### config.mk
export PLATFORM = sky130hd
export DESIGN_NAME = reg_share_arbiter
export DESIGN_NICKNAME = d
export VERILOG_FILES = /design/src/rtl/reg_share_arbiter.sv
export SDC_FILE = /design/constraint.sdc
export NUM_CORES = 1
export LEC_CHECK = 0
export CAP_MARGIN = 40
export CORE_ASPECT_RATIO = 1.4
export CORE_MARGIN = 2
export CORE_UTILIZATION = 48
export DETAILED_ROUTE_END_ITERATION = 16
export GPL_TIMING_DRIVEN = 0
export PLACE_DENSITY = 0.85
export SYNTH_ARGS = -nofsm -noshare
export SYNTH_HDL_FRONTEND = slang
export SYNTH_SLANG_ARGS = --single-unit
### constraint.sdc
create_clock -name clk -period 4.64 [get_ports clk]
set_input_delay 0.464 -clock clk [delete_from_list [all_inputs] [get_ports clk]]
set_output_delay 0.464 -clock clk [all_outputs]
set_load 0.05 [all_outputs]
### src/rtl/reg_share_arbiter.sv
// ---------------------------------------------------------------------------
// reg_share_arbiter
//
// Purpose:
//   Round-robin arbiter/sequencer that lets NREQ producers share a single
//   WIDTH-bit state register. One requester is served at a time. Its data
//   slice is captured into a hold register and then committed to q. The
//   requester gets a one-cycle ack when the write is done.
//
// Handshake (req/ack):
//   A requester raises req[i] with its data on wr_data slice i and holds
//   both until it sees ack[i]. It drops req[i] in the cycle ack[i] is high.
//   Dropping req[i] while grant[i] is high but before the capture edge
//   withdraws the request: no write and no ack. Once the data is captured,
//   the write always completes. Data is sampled only on the GRANT edge.
//
// Ports:
//   clk          system clock, rising edge
//   reset        synchronous, active-low reset
//   req          per-requester level request [NREQ]
//   wr_data      packed write data, slice i = wr_data[i*WIDTH +: WIDTH]
//   grant        registered one-hot grant
//   ack          registered one-hot, one-cycle write-complete pulse
//   owner        index of current / most recent grantee
//   busy         high whenever the FSM is not in IDLE
//   q            shared register contents
//   o_dbg_state  FSM state (0 IDLE, 1 GRANT, 2 WRITE, 3 ACK)
//   wr_count     completed-write counter, CNT_W bits (only with WR_CNT_EN)
//
// Optional feature macro: WR_CNT_EN (adds the wr_count port and counter).
// ---------------------------------------------------------------------------
module reg_share_arbiter #(
    parameter  int NREQ  = 4,
    parameter  int WIDTH = 8,
    parameter  int CNT_W = 8,
    localparam int OW    = $clog2(NREQ)
) (
    input  logic                  clk,
    input  logic                  reset,
    input  logic [NREQ-1:0]       req,
    input  logic [NREQ*WIDTH-1:0] wr_data,
    output logic [NREQ-1:0]       grant,
    output logic [NREQ-1:0]       ack,
    output logic [OW-1:0]         owner,
    output logic                  busy,
    output logic [WIDTH-1:0]      q,
    output logic [1:0]            o_dbg_state
`ifdef WR_CNT_EN
    ,
    output logic [CNT_W-1:0]      wr_count
`endif
);

    // One extra bit so last_owner + offset cannot overflow before the wrap.
    localparam int SW = OW + 1;

    typedef enum logic [1:0] {
        ST_IDLE  = 2'd0,
        ST_GRANT = 2'd1,
        ST_WRITE = 2'd2,
        ST_ACK   = 2'd3
    } state_t;

    if (NREQ < 2 || NREQ > 8 || CNT_W < 1) begin : g_bad_params
        $error("reg_share_arbiter: NREQ must be 2..8 and CNT_W at least 1");
    end

    state_t            r_state;
    logic [NREQ-1:0]   r_grant;
    logic [NREQ-1:0]   r_ack;
    logic [OW-1:0]     r_owner;
    logic [OW-1:0]     r_last_owner;
    logic              r_busy;
    logic [WIDTH-1:0]  r_q;
    logic [WIDTH-1:0]  r_hold;

    logic [WIDTH-1:0]  w_slice [NREQ];
    logic [OW-1:0]     w_winner;
    logic [SW-1:0]     w_sum;

    always_comb begin
        for (int i = 0; i < NREQ; i++) begin
            w_slice[i] = wr_data[i*WIDTH +: WIDTH];
        end
    end

    // Round-robin pick: scan offsets from the far end down to 1 so the
    // nearest requester after last_owner is the last one written and wins.
    always_comb begin
        w_winner = '0;
        w_sum    = '0;
        for (int off = NREQ; off >= 1; off--) begin
            w_sum = {1'b0, r_last_owner} + SW'(off);
            if (w_sum >= SW'(NREQ)) begin
                w_sum = w_sum - SW'(NREQ);
            end
            if (req[w_sum[OW-1:0]]) begin
                w_winner = w_sum[OW-1:0];
            end
        end
    end

    always_ff @(posedge clk) begin
        if (!reset) begin
            r_state      <= ST_IDLE;
            r_grant      <= '0;
            r_ack        <= '0;
            r_owner      <= '0;
            r_last_owner <= OW'(NREQ - 1);
            r_busy       <= 1'b0;
            r_q          <= '0;
            r_hold       <= '0;
        end else begin
            case (r_state)
                ST_IDLE: begin
                    if (|req) begin
                        r_grant <= NREQ'(1) << w_winner;
                        r_owner <= w_winner;
                        r_busy  <= 1'b1;
                        r_state <= ST_GRANT;
                    end
                end
                ST_GRANT: begin
                    if (req[r_owner]) begin
                        r_hold  <= w_slice[r_owner];
                        r_state <= ST_WRITE;
                    end else begin
                        // Withdrawn: last_owner stays, so priority is unchanged.
                        r_grant <= '0;
                        r_busy  <= 1'b0;
                        r_state <= ST_IDLE;
                    end
                end
                ST_WRITE: begin
                    r_q     <= r_hold;
                    r_ack   <= NREQ'(1) << r_owner;
                    r_grant <= '0;
                    r_state <= ST_ACK;
                end
                ST_ACK: begin
                    r_ack        <= '0;
                    r_last_owner <= r_owner;
                    r_busy       <= 1'b0;
                    r_state      <= ST_IDLE;
                end
                default: begin
                    r_state <= ST_IDLE;
                end
            endcase
        end
    end

`ifdef WR_CNT_EN
    logic [CNT_W-1:0] r_wr_count;

    // Counted on the WRITE->ACK edge, so withdrawn grants never reach it.
    always_ff @(posedge clk) begin
        if (!reset) begin
            r_wr_count <= '0;
        end else if (r_state == ST_WRITE) begin
            r_wr_count <= r_wr_count + CNT_W'(1);
        end
    end

    assign wr_count = r_wr_count;
`endif

    assign grant       = r_grant;
    assign ack         = r_ack;
    assign owner       = r_owner;
    assign busy        = r_busy;
    assign q           = r_q;
    assign o_dbg_state = r_state;

endmodule
==> metrics.md, run 1 <==
| Metric | Value |
|---|---|
| Max VDD drop | `0.0002303 V` |
| Post-cts sizing count | `0` |
| Gr usage total | `22.84%` |
| Final WL | `4.212 mm` |
| CTS Buffer Depth | `2` |
| Fin Setup TNS | `0 ns` |
| CP max FO | `4` |
| Crit share post-route | `42.37%` |
| DRT antenna net count | `0` |
| Status | `finished clean` |
| Crit path kind | `register to primary output` |
| Largest net degree at the start of global routing | `11` |
| Final worst slack | `2.674 ns` |
| WP data required | `4.18 ns` |
| Cells along the critical path | `clkdlybuf4s50_1` |
| Die X | `53.20 um` |
| Final Util | `70.53%` |
| Hold buffer count at CTS | `0` |
| CTS tree | `done` |
| P_leak | `0.8378 nW` |
| Io pins | `59` |
| Share of layout cells above drive strength 1 | `9.174%` |
| Max Cap Viol | `0` |
| Remaining global-route overflow | `0` |
| P_int | `0.5304 mW` |
| CTS HTree Levels | `2` |
| Yosys reg bits | `31` |
| Hold Path Sink | `ack[1]` |
| Commonest cells in the netlist | `31 x dfxtp_1, 22 x mux2i_1, 16 x nor2b_1` |
| Initial antenna violation count | `0` |
| Top delay family on crit path | `buffers and inverters` |
| WHS Path Cells | `2` |
| Net Sw Power | `0.2654 mW` |
| Power density cells | `340.3 mW/mm^2` |
| Fin. Hold Viols | `0` |
| Power share of the clock group | `25.4%` |
| Skew-Pair Late Insertion Delay | `0.28 ns` |
| CP Capture Type | `primary output` |
| EDFF count, synth | `0` |
| Post-Syn Area | `0.001627 mm^2` |
| Clk_skew | `0.006373 ns` |
| DR pass1 iterations | `4` |
| Min Hold Slack | `0.4801 ns` |
| Root Driver | `clkbuf_8` |
| Synth Net Count | `194` |
| Yosys warning count | `0` |
| Worst-Margin Slew | `0.5604 ns` |
| 1st-iter DRT viols | `39` |
| Gate power share | `36.3%` |
| Number of global-route vias before repair | `1382` |
| Synth area leaders | `dfxtp_1 38%, mux2i_1 14%, mux4_2 8.3%, nor2b_1 6.2%, nand2b_1 3.5%` |
| Hold WC Path Type | `register to register` |
| Number of core rows | `25` |
| Avg Vias per Cell | `5.636` |
| Top-count cell post-synth | `dfxtp_1` |
| Fin nets | `259` |
| Port Buffer Count | `58` |
| R2r setup slk | `2.80 ns` |
| Netlist cell types | `38` |
| Worst path bufs/invs | `1` |
| Die Area | `0.003877 mm^2` |
| Worst Min Path Start | `ack[1]` |
| CTS Sinks | `31` |
| Post-Syn Instances | `152` |
| Wire length of the first global-routing pass | `6.492 mm` |
| Layout Area Growth over Synthesis | `43.77%` |
| Initial Util | `49.06%` |
| WP data arrival | `1.50 ns` |
| Chip height | `72.88 um` |
| Period minus WS final | `1.966 ns` |
| Vias | `1454` |
| Pre-CTS setup slack | `2.429 ns` |
| Average size of a mapped cell | `10.70 um^2` |
| Leading area contributor after synthesis | `dfxtp_1` |
| Share of the synthesized area in the top cell type | `38.15%` |
| Async SR Flop Fraction | `0%` |
| Worst path slowest cell | `clkdlybuf4s50_1` |
| Post-CTS Repair Setup Buffers | `0` |
| Sequential power share | `38.3%` |
| Core area | `0.003316 mm^2` |
| # setup viols final | `0` |
| Worst reg2reg endpoint | `r_hold[7]` |
| DRC Markers | `0` |
| RSZ-0062 raised after global routing | `no` |
| Sw Share | `33.35%` |
| Register area share after synthesis | `38.15%` |
| Final Max Tran Viols | `0` |
| Clock transition at the registers of the reported paths | `0.07 ns` |
| Crit-path max cell delay | `0.83 ns` |
| Avg WL per Cell | `16.33 um` |
| Primary FF master, synth | `dfxtp_1` |
| Peak Freq | `508.6 MHz` |
| Relative slew margins | `62.64%` |
| Post-DP HPWL | `3.152 mm` |
| R2r worst-path depth | `7` |
| N_diodes | `0` |
| Routability cong. | `0.8372` |
| CTS buffer count | `5` |
| Startpoint types | `register` |
## worst reg2reg max path, cell delays in order, from the launching register on
cell and delay [ns]:
dfxtp_1 0.34, inv_1 0.10, ha_1 0.25, nand2_1 0.09, o22ai_2 0.43, buf_6 0.23
mux2i_1 0.21, nor2b_1 0.07
## state kept, by name, indices dropped and copies added, names as in the netlist, named ones only
| name | count |
|---|---|
| ack | 4 |
| q | 8 |
| r_last_owner | 2 |
| owner | 2 |
| grant | 4 |
| r_hold | 8 |
| o_dbg_state | 1 |
| busy | 1 |
## power by group through the flow
stage               Combinational (mW)  Clock [mW]  Sequential, mW
floorplan                        0.145           0           0.357
global placement                 0.278           0           0.308
detailed placement               0.287           0           0.310
CTS                              0.290       0.203           0.305
global route                     0.307       0.214           0.307
finish                           0.289       0.202           0.305
## routing by layer
metal / vias up / part of all wire [%] / global-route usage (%)
met1: 697 / 38 / 26.15
met3: 11 / 5.8 / 4.098
met4: 0 / 1.8 / 8.262
li1: 686 / - / -
met5: - / 0 / 0
met2: 60 / 54 / 41.02
## cell type report
| class | count | area, um^2 |
|---|---|---|
| sequential | 31 | 620.6 |
| inverter | 2 | 7.507 |
| fill | 266 | 977.2 |
| timing repair buffer | 58 | 580.6 |
| clock buffer | 7 | 76.32 |
| clock inverter | 1 | 5.005 |
| tap | 40 | 50.05 |
| multi-input combinational | 109 | 942.2 |
| buffer | 10 | 56.30 |
## cells in the final DEF, fill, tap and decap left out, drive strengths merged, types with 2 or more instances in the layout
cell,n
clkdlybuf4s50,58
dfxtp,31
mux2i,22
nor2b,16
clkbuf,11
nand2b,9
mux4,8
nand2,6
buf,6
a21oi,4
nand3b,4
o211ai,4
o31ai,4
ha,4
a21o,3
nor2,3
a21boi,3
o21ai,3
inv,2
nand3,2
o22ai,2
## how the worst max path moves through the flow
| stage | start | endpoint | slack, ns | depth (start not counted) |
|---|---|---|---|---|
| final | o_dbg_state[0] | o_dbg_state[0] | 2.67 | 1 |
| after global routing | req[3] | r_hold[7] | 2.63 | 6 |
| after CTS | o_dbg_state[0] | o_dbg_state[0] | 2.67 | 1 |
| after detailed placement | req[3] | r_hold[7] | 2.43 | 6 |
| after global placement | req[3] | r_hold[4] | 2.49 | 6 |
| after floorplan | o_dbg_state[0] | grant[0] | 2.75 | 7 |
## logic make-up (layout without fill, tap and decap cells)
family / Yosys count / in the layout / synth area share [%]
fa+ha+maj: 4 / 4 / 3.077
compound gates: 29 / 29 / 13.00
simple gates: 46 / 46 / 16.77
buf+inv: 12 / 78 / 3.922
flops: 31 / 31 / 38.15
mux: 30 / 30 / 25.08
## through the flow
stage | cell area (um^2) | power (mW) | instances
global route | 2338 | 0.8288 | 258
finish | 2338 | 0.7958 | 258
detailed placement | 2257 | 0.5967 | 250
floorplan | 1627 | 0.5016 | 152
global placement | 2257 | 0.5860 | 250
CTS | 2338 | 0.7973 | 258
Power figures use the tool's default switching activity.
==> run 2: changes to the inputs <==
--- a/config.mk
+++ b/config.mk
@@ -8,10 +8,10 @@
 export CAP_MARGIN = 40
 export CORE_ASPECT_RATIO = 1.4
 export CORE_MARGIN = 2
-export CORE_UTILIZATION = 48
+export CORE_UTILIZATION = 40
 export DETAILED_ROUTE_END_ITERATION = 16
 export GPL_TIMING_DRIVEN = 0
-export PLACE_DENSITY = 0.85
+export PLACE_DENSITY = 0.76
 export SYNTH_ARGS = -nofsm -noshare
 export SYNTH_HDL_FRONTEND = slang
 export SYNTH_SLANG_ARGS = --single-unit
==> constraint.sdc (replaced) <==
create_clock -name clk -period 1.8 [get_ports clk]
set_input_delay 0.18 -clock clk [delete_from_list [all_inputs] [get_ports clk]]
set_output_delay 0.18 -clock clk [all_outputs]
set_load 0.05 [all_outputs]
==> run 2 against run 1 <==
Compared with the run above:
- clock power grew to 2.6 times the previous value
- sequential cell count is the same
- power increased to 2.6 times the previous value
- sequential power rose to 2.6 times the previous value
- register-to-register slack got worse by 2.7 ns
- die area increased by 19%
- clock-buffer cell count unchanged
- core utilization decreased by 10 points
- critical path depth stayed put
- hold slack worse by 0.0013 ns
==> metrics.md, run 2 (same netlist as run 1, synthesis figures left out) <==
| Metric | Value |
|---|---|
| Post-cts sizing count | `0 (unchanged)` |
| Share of layout cells above drive strength 1 | `11.01% (was 9.174%)` |
| Initial Util | `41.51% (was 49.06%)` |
| Clock transition at the registers of the reported paths | `0.06 ns (was 0.07 ns)` |
| Largest net degree at the start of global routing | `11 (unchanged)` |
| Vias | `1380 (was 1454)` |
| Worst path slowest cell | `clkdlybuf4s50_1 (unchanged)` |
| Relative slew margins | `65.01% (was 62.64%)` |
| Die Area | `0.004600 mm^2 (was 0.003877 mm^2)` |
| Power density cells | `866.1 mW/mm^2 (was 340.3 mW/mm^2)` |
| DRC Markers | `0 (unchanged)` |
| Chip height | `79.45 um (was 72.88 um)` |
| CP max FO | `4 (unchanged)` |
| CTS tree | `done (unchanged)` |
| Skew-Pair Late Insertion Delay | `0.28 ns (about the same)` |
| Gr usage total | `17.76% (was 22.84%)` |
| Max VDD drop | `0.0007286 V (was 0.0002303 V)` |
| Port Buffer Count | `58 (unchanged)` |
| Min Hold Slack | `0.4787 ns (was 0.4801 ns)` |
| CP Capture Type | `primary output (unchanged)` |
| Worst path bufs/invs | `1 (unchanged)` |
| Die X | `57.90 um (was 53.20 um)` |
| Layout Area Growth over Synthesis | `44.85% (was 43.77%)` |
| Avg Vias per Cell | `5.287 (was 5.636)` |
| Hold Path Sink | `ack[1] (unchanged)` |
| CTS Sinks | `31 (unchanged)` |
| N_diodes | `0 (unchanged)` |
| Number of core rows | `27 (was 25)` |
| Hold buffer count at CTS | `0 (unchanged)` |
| Crit path kind | `register to primary output (unchanged)` |
| P_leak | `0.8382 nW (was 0.8378 nW)` |
| Number of global-route vias before repair | `1416 (was 1382)` |
| Most frequent cells in the layout | `58 x clkdlybuf4s50_1, 28 x dfxtp_1, 22 x mux2i_1 (was 58 x clkdlybuf4s50_1, 31 x dfxtp_1, 22 x mux2i_1)` |
| Period minus WS final | `1.656 ns` |
| Startpoint types | `register (unchanged)` |
| Top delay family on crit path | `buffers and inverters (unchanged)` |
| Worst reg2reg endpoint | `grant[1] (was r_hold[7])` |
| Post-DP HPWL | `2.915 mm (was 3.152 mm)` |
| Io pins | `59 (unchanged)` |
| CTS Buffer Depth | `2 (unchanged)` |
| Clk_skew | `0.004213 ns (was 0.006373 ns)` |
| RSZ-0062 raised after global routing | `no (unchanged)` |
| Hold WC Path Type | `register to register (unchanged)` |
| R2r setup slk | `0.15 ns (was 2.80 ns)` |
| WP data arrival | `1.48 ns (was 1.50 ns)` |
| Max Cap Viol | `0 (unchanged)` |
| Fin. Hold Viols | `0 (unchanged)` |
| Final Max Tran Viols | `0 (unchanged)` |
| R2r worst-path depth | `7 (unchanged)` |
| Fin nets | `259 (unchanged)` |
| Critical R2R Launch | `o_dbg_state[0]` |
| DR pass1 iterations | `4 (unchanged)` |
| Peak Freq | `603.9 MHz` |
| Avg WL per Cell | `14.52 um (was 16.33 um)` |
| WHS Path Cells | `2 (unchanged)` |
| Wire length of the first global-routing pass | `6.244 mm (was 6.492 mm)` |
| Commonest non-fill, non-tap cell in the layout | `clkdlybuf4s50_1 (unchanged)` |
| # setup viols final | `0 (unchanged)` |
| Critical path depth | `1 (unchanged)` |
| Cells along the critical path | `clkdlybuf4s50_1 (unchanged)` |
| Status | `finished clean (unchanged)` |
| Placement Cell Area | `0.002265 mm^2 (was 0.002257 mm^2)` |
| Post-CTS Repair Setup Buffers | `0 (unchanged)` |
| CTS buffer count | `5 (unchanged)` |
| Worst-Margin Slew | `0.5232 ns (was 0.5604 ns)` |
| DRT antenna net count | `0 (unchanged)` |
| Final WL | `3.789 mm (was 4.212 mm)` |
| Remaining global-route overflow | `0 (unchanged)` |
| Worst Min Path Start | `ack[1] (unchanged)` |
| Routability cong. | `0.7911 (was 0.8372)` |
| Crit-path max cell delay | `0.82 ns (was 0.83 ns)` |
| 1st-iter DRT viols | `12 (was 39)` |
| Fin area | `0.002356 mm^2 (was 0.002338 mm^2)` |
| Crit share post-route | `92.00%` |
| Initial antenna violation count | `0 (unchanged)` |
| WP data required | `1.62 ns (was 4.18 ns)` |
| Root Driver | `clkbuf_8 (unchanged)` |
| CTS HTree Levels | `2 (unchanged)` |
| Core area | `0.003919 mm^2 (was 0.003316 mm^2)` |
run 2: cell types whose count changed in the layout (fill, tap and decap cells not counted):
cell     before  now
inv_2         0    1
dfxtp_1      31   28
o22ai_4       0    1
buf_2         3    2
o22ai_2       1    0
buf_4         0    1
inv_1         2    1
dfxtp_2       0    3
run 2: per-layer routing:
metal | GRT usage [%] | wire length (um) | up-vias
li1 | - | - | 682
met1 | 19.71 | 1546 | 649
met2 | 31.59 | 1972 | 43
met3 | 5.511 | 221 | 6
met4 | 5.814 | 48 | 0
met5 | 0 | 0 | -
run 2: where the power goes:
part | internal, mW | total, mW | switching, mW
Sequential | 0.748 | 0.789 | 0.0412
Combinational | 0.355 | 0.734 | 0.380
Clock | 0.271 | 0.517 | 0.246
Total | 1.37 | 2.04 | 0.667
run 2: worst max path at each step:
stage / slack [ns] / to / startpoint
detailed placement: -0.13 / r_hold[5] / req[3]
floorplan: 0.02 / r_hold[4] / owner[1]
global route: 0.02 / grant[2] / o_dbg_state[0]
CTS: 0.01 / grant[1] / o_dbg_state[0]
global placement: -0.07 / r_hold[5] / req[3]
finish: 0.14 / o_dbg_state[0] / o_dbg_state[0]
run 2: stage by stage:
step	total power [mW]	std cells	TNS (ns)	util [%]	worst slack (ns)
3_5_place_dp	1.532	253	-0.7995	57.79	-0.1330
5_1_grt	2.157	261	0	60.12	0.02406
4_1_cts	2.053	261	0	59.87	0.01293
2_1_floorplan	1.296	152	0	-	0.01935
6_report	2.041	261	0	60.12	0.1440
3_3_place_gp	1.524	253	-0.3265	57.79	-0.07485
run 2: cell type report:
type                            count  area [um^2]
Tap cell                           43        53.80
Multi-Input combinational cell    109        949.7
Buffer                             10        58.81
Fill cell                         338         1563
Clock inverter                      1        5.005
Timing Repair Buffer               58        580.6
Clock buffer                        7        76.32
Sequential cell                    31        624.3
Inverter                            2        7.507
==> run 3: changes to the inputs <==
--- a/config.mk
+++ b/config.mk
@@ -5,13 +5,15 @@
 export SDC_FILE = /design/constraint.sdc
 export NUM_CORES = 1
 export LEC_CHECK = 0
-export CAP_MARGIN = 40
+export CAP_MARGIN = 25
 export CORE_ASPECT_RATIO = 1.4
 export CORE_MARGIN = 2
 export CORE_UTILIZATION = 40
 export DETAILED_ROUTE_END_ITERATION = 16
 export GPL_TIMING_DRIVEN = 0
+export HOLD_SLACK_MARGIN = 0.08
 export PLACE_DENSITY = 0.76
+export REMOVE_ABC_BUFFERS = 1
 export SYNTH_ARGS = -nofsm -noshare
 export SYNTH_HDL_FRONTEND = slang
 export SYNTH_SLANG_ARGS = --single-unit
==> run 3 against run 2 <==
Compared with the run above:
- largest cell class unchanged
- global-route usage is 0.73 points higher
- power is 1.1% higher
- largest power group unchanged
- first-iteration DRC count is 120% higher
- via count is 1.4% higher
==> metrics.md, run 3 (same netlist as run 1, synthesis figures left out) <==
| Metric | Value |
|---|---|
| Vias | `1399 (was 1380)` |
| Crit share post-route | `94.43% (was 92.00%)` |
| GRT busiest layer | `met2 (unchanged)` |
| Wire length of the first global-routing pass | `6.451 mm (was 6.244 mm)` |
| R2r worst-path depth | `6 (was 7)` |
| Peak Freq | `588.4 MHz (was 603.9 MHz)` |
| Met1 Use GR | `18.95% (was 19.71%)` |
| Pre-CTS setup slack | `-0.6050 ns (was -0.1330 ns)` |
| Net Sw Power | `0.6788 mW (was 0.6670 mW)` |
| WHS Path Cells | `2 (unchanged)` |
| Die Area | `0.004600 mm^2 (unchanged)` |
| P_leak | `0.8549 nW (was 0.8382 nW)` |
| CP max FO | `7 (was 4)` |
| Clock transition at the registers of the reported paths | `0.06 ns (about the same)` |
| Filler instances | `341 (was 338)` |
| RSZ-0062 raised after global routing | `no (unchanged)` |
| Io pins | `59 (unchanged)` |
| Initial antenna violation count | `0 (unchanged)` |
| WP data arrival | `1.88 ns (was 1.48 ns)` |
| Port Buffer Count | `58 (unchanged)` |
| 1st-iter DRT viols | `26 (was 12)` |
| Chip height | `79.45 um (unchanged)` |
| Worst-Margin Slew | `0.8541 ns (was 0.5232 ns)` |
| CTS Sinks | `31 (unchanged)` |
| DRT antenna net count | `0 (unchanged)` |
| Final worst slack | `0.1003 ns (was 0.1440 ns)` |
| Die X | `57.90 um (unchanged)` |
| Clk_skew | `0.003693 ns (was 0.004213 ns)` |
| CTS tree | `done (unchanged)` |
| Hold buffer count at CTS | `0 (unchanged)` |
| Remaining global-route overflow | `0 (unchanged)` |
| Avg WL per Cell | `16.08 um (was 14.52 um)` |
| Root Driver | `clkbuf_8 (unchanged)` |
| Avg Vias per Cell | `5.465 (was 5.287)` |
| CTS buffer count | `5 (unchanged)` |
| Layout Area Growth over Synthesis | `46.38% (was 44.85%)` |
| WP data required | `1.98 ns (was 1.62 ns)` |
| Core area | `0.003919 mm^2 (unchanged)` |
| Startpoint types | `register (unchanged)` |
| # setup viols final | `0 (unchanged)` |
| Final WL | `4.117 mm (was 3.789 mm)` |
| Gate power share | `36.2% (was 36.0%)` |
| Commonest non-fill, non-tap cell in the layout | `clkdlybuf4s50_1 (unchanged)` |
| Sequential power share | `39.1% (was 38.7%)` |
| Initial Util | `41.51% (unchanged)` |
| Routability cong. | `0.7072 (was 0.7911)` |
| Power density cells | `866.9 mW/mm^2 (was 866.1 mW/mm^2)` |
| Met3 usage | `4.538% (was 5.511%)` |
| Non-Filler Instances | `256 (was 261)` |
| P_int | `1.385 mW (was 1.374 mW)` |
| Skew-Pair Late Insertion Delay | `0.28 ns (about the same)` |
| Worst Setup EP | `grant[1] (was o_dbg_state[0])` |
| Status | `finished clean (unchanged)` |
| CTS Buffer Depth | `2 (unchanged)` |
| Met2 Resource Use GR | `34.89% (was 31.59%)` |
| Max Cap Viol | `0 (unchanged)` |
| Overall Power | `2.064 mW (was 2.041 mW)` |
| N_diodes | `0 (unchanged)` |
| DRC Markers | `0 (unchanged)` |
| Relative slew margins | `42.97% (was 65.01%)` |
| Max VDD drop | `0.0006187 V (was 0.0007286 V)` |
| R2r setup slk | `0.10 ns (was 0.15 ns)` |
| DP Cell Count | `243 (was 253)` |
| Largest net degree at the start of global routing | `31 (was 11)` |
| Min Hold Slack | `0.4668 ns (was 0.4787 ns)` |
| Post-DP HPWL | `2.983 mm (was 2.915 mm)` |
| Critical R2R Launch | `o_dbg_state[0] (unchanged)` |
| Final Max Tran Viols | `0 (unchanged)` |
| Critical path launch point | `o_dbg_state[0] (unchanged)` |
| Sw Share | `32.89% (was 32.69%)` |
| Period minus WS final | `1.700 ns (was 1.656 ns)` |
| Worst reg2reg endpoint | `grant[1] (unchanged)` |
| Share of layout cells above drive strength 1 | `13.62% (was 11.01%)` |
| Reg area | `626.9 um^2 (was 624.3 um^2)` |
| Number of core rows | `27 (unchanged)` |
| Gr usage total | `18.49% (was 17.76%)` |
| DR pass1 iterations | `4 (unchanged)` |
| Fin Setup TNS | `0 ns (unchanged)` |
| Most frequent cells in the layout | `55 x clkdlybuf4s50_1, 28 x dfxtp_1, 21 x mux2i_1 (was 58 x clkdlybuf4s50_1, 28 x dfxtp_1, 22 x mux2i_1)` |
| Number of global-route vias before repair | `1396 (was 1416)` |
| Power share of the clock group | `24.6% (was 25.3%)` |
| CTS HTree Levels | `2 (unchanged)` |
| CP Capture Type | `register (was primary output)` |
| Fin. Hold Viols | `0 (unchanged)` |
| Fin nets | `254 (was 259)` |
| Crit path kind | `register to register (was register to primary output)` |
| Hold WC Path Type | `register to register (unchanged)` |
| Multi-input logic area | `980.9 um^2 (was 949.7 um^2)` |
==> run 3: worst min path at each step <==
stage	start	end	slack (ns)
5_1_grt	ack[3]	ack[3]	0.51
4_1_cts	ack[3]	ack[3]	0.47
3_5_place_dp	ack[3]	ack[3]	0.46
6_report	ack[3]	ack[3]	0.47
3_3_place_gp	ack[3]	ack[3]	0.46
2_1_floorplan	reset	r_last_owner[0]	0.24
==> run 3: cell type report <==
type	instances	area share, %
Clock buffer	7	3.205
Timing Repair Buffer	63	26.48
Clock inverter	1	0.2102
Inverter	2	0.3153
Tap cell	43	2.260
Multi-Input combinational cell	109	41.20
Sequential cell	31	26.33
==> run 3: what timing repair did <==
action,CTS,global route
setup buffers,3,2
setup endpoints to repair,16,12
pin swaps,2,1
resized for setup,10,5
==> run 3: worst max-delay path, stage by stage, from the launching register on <==
cell and delay, ns:
dfxtp_1 0.35, inv_1 0.17, ha_2 0.27, nor3_1 0.06
a21o_1 0.21, or2_4 0.27, o31ai_2 0.27
==> run 3: power by group through the flow <==
stage / Combinational [mW] / Sequential [mW] / Clock, mW
final: 0.748 / 0.808 / 0.508
after global routing: 0.801 / 0.817 / 0.548
after CTS: 0.723 / 0.806 / 0.526
after detailed placement: 0.672 / 0.840 / 0
after global placement: 0.652 / 0.836 / 0
after floorplan: 0.319 / 0.946 / 0
==> run 3: stage by stage <==
stage / utilization (%) / cell area (um^2)
detailed placement: 56.26 / 2205
finish: 60.76 / 2381
CTS: 59.61 / 2336
global route: 60.76 / 2381
floorplan: - / 1570
global placement: 56.26 / 2205
==> run 3: routing by layer <==
metal / vias to the layer above / share of wire [%]
li1: 670 / -
met2: 49 / 56
met4: 0 / 1.4
met1: 674 / 37
met3: 6 / 5.3
met5: - / 0
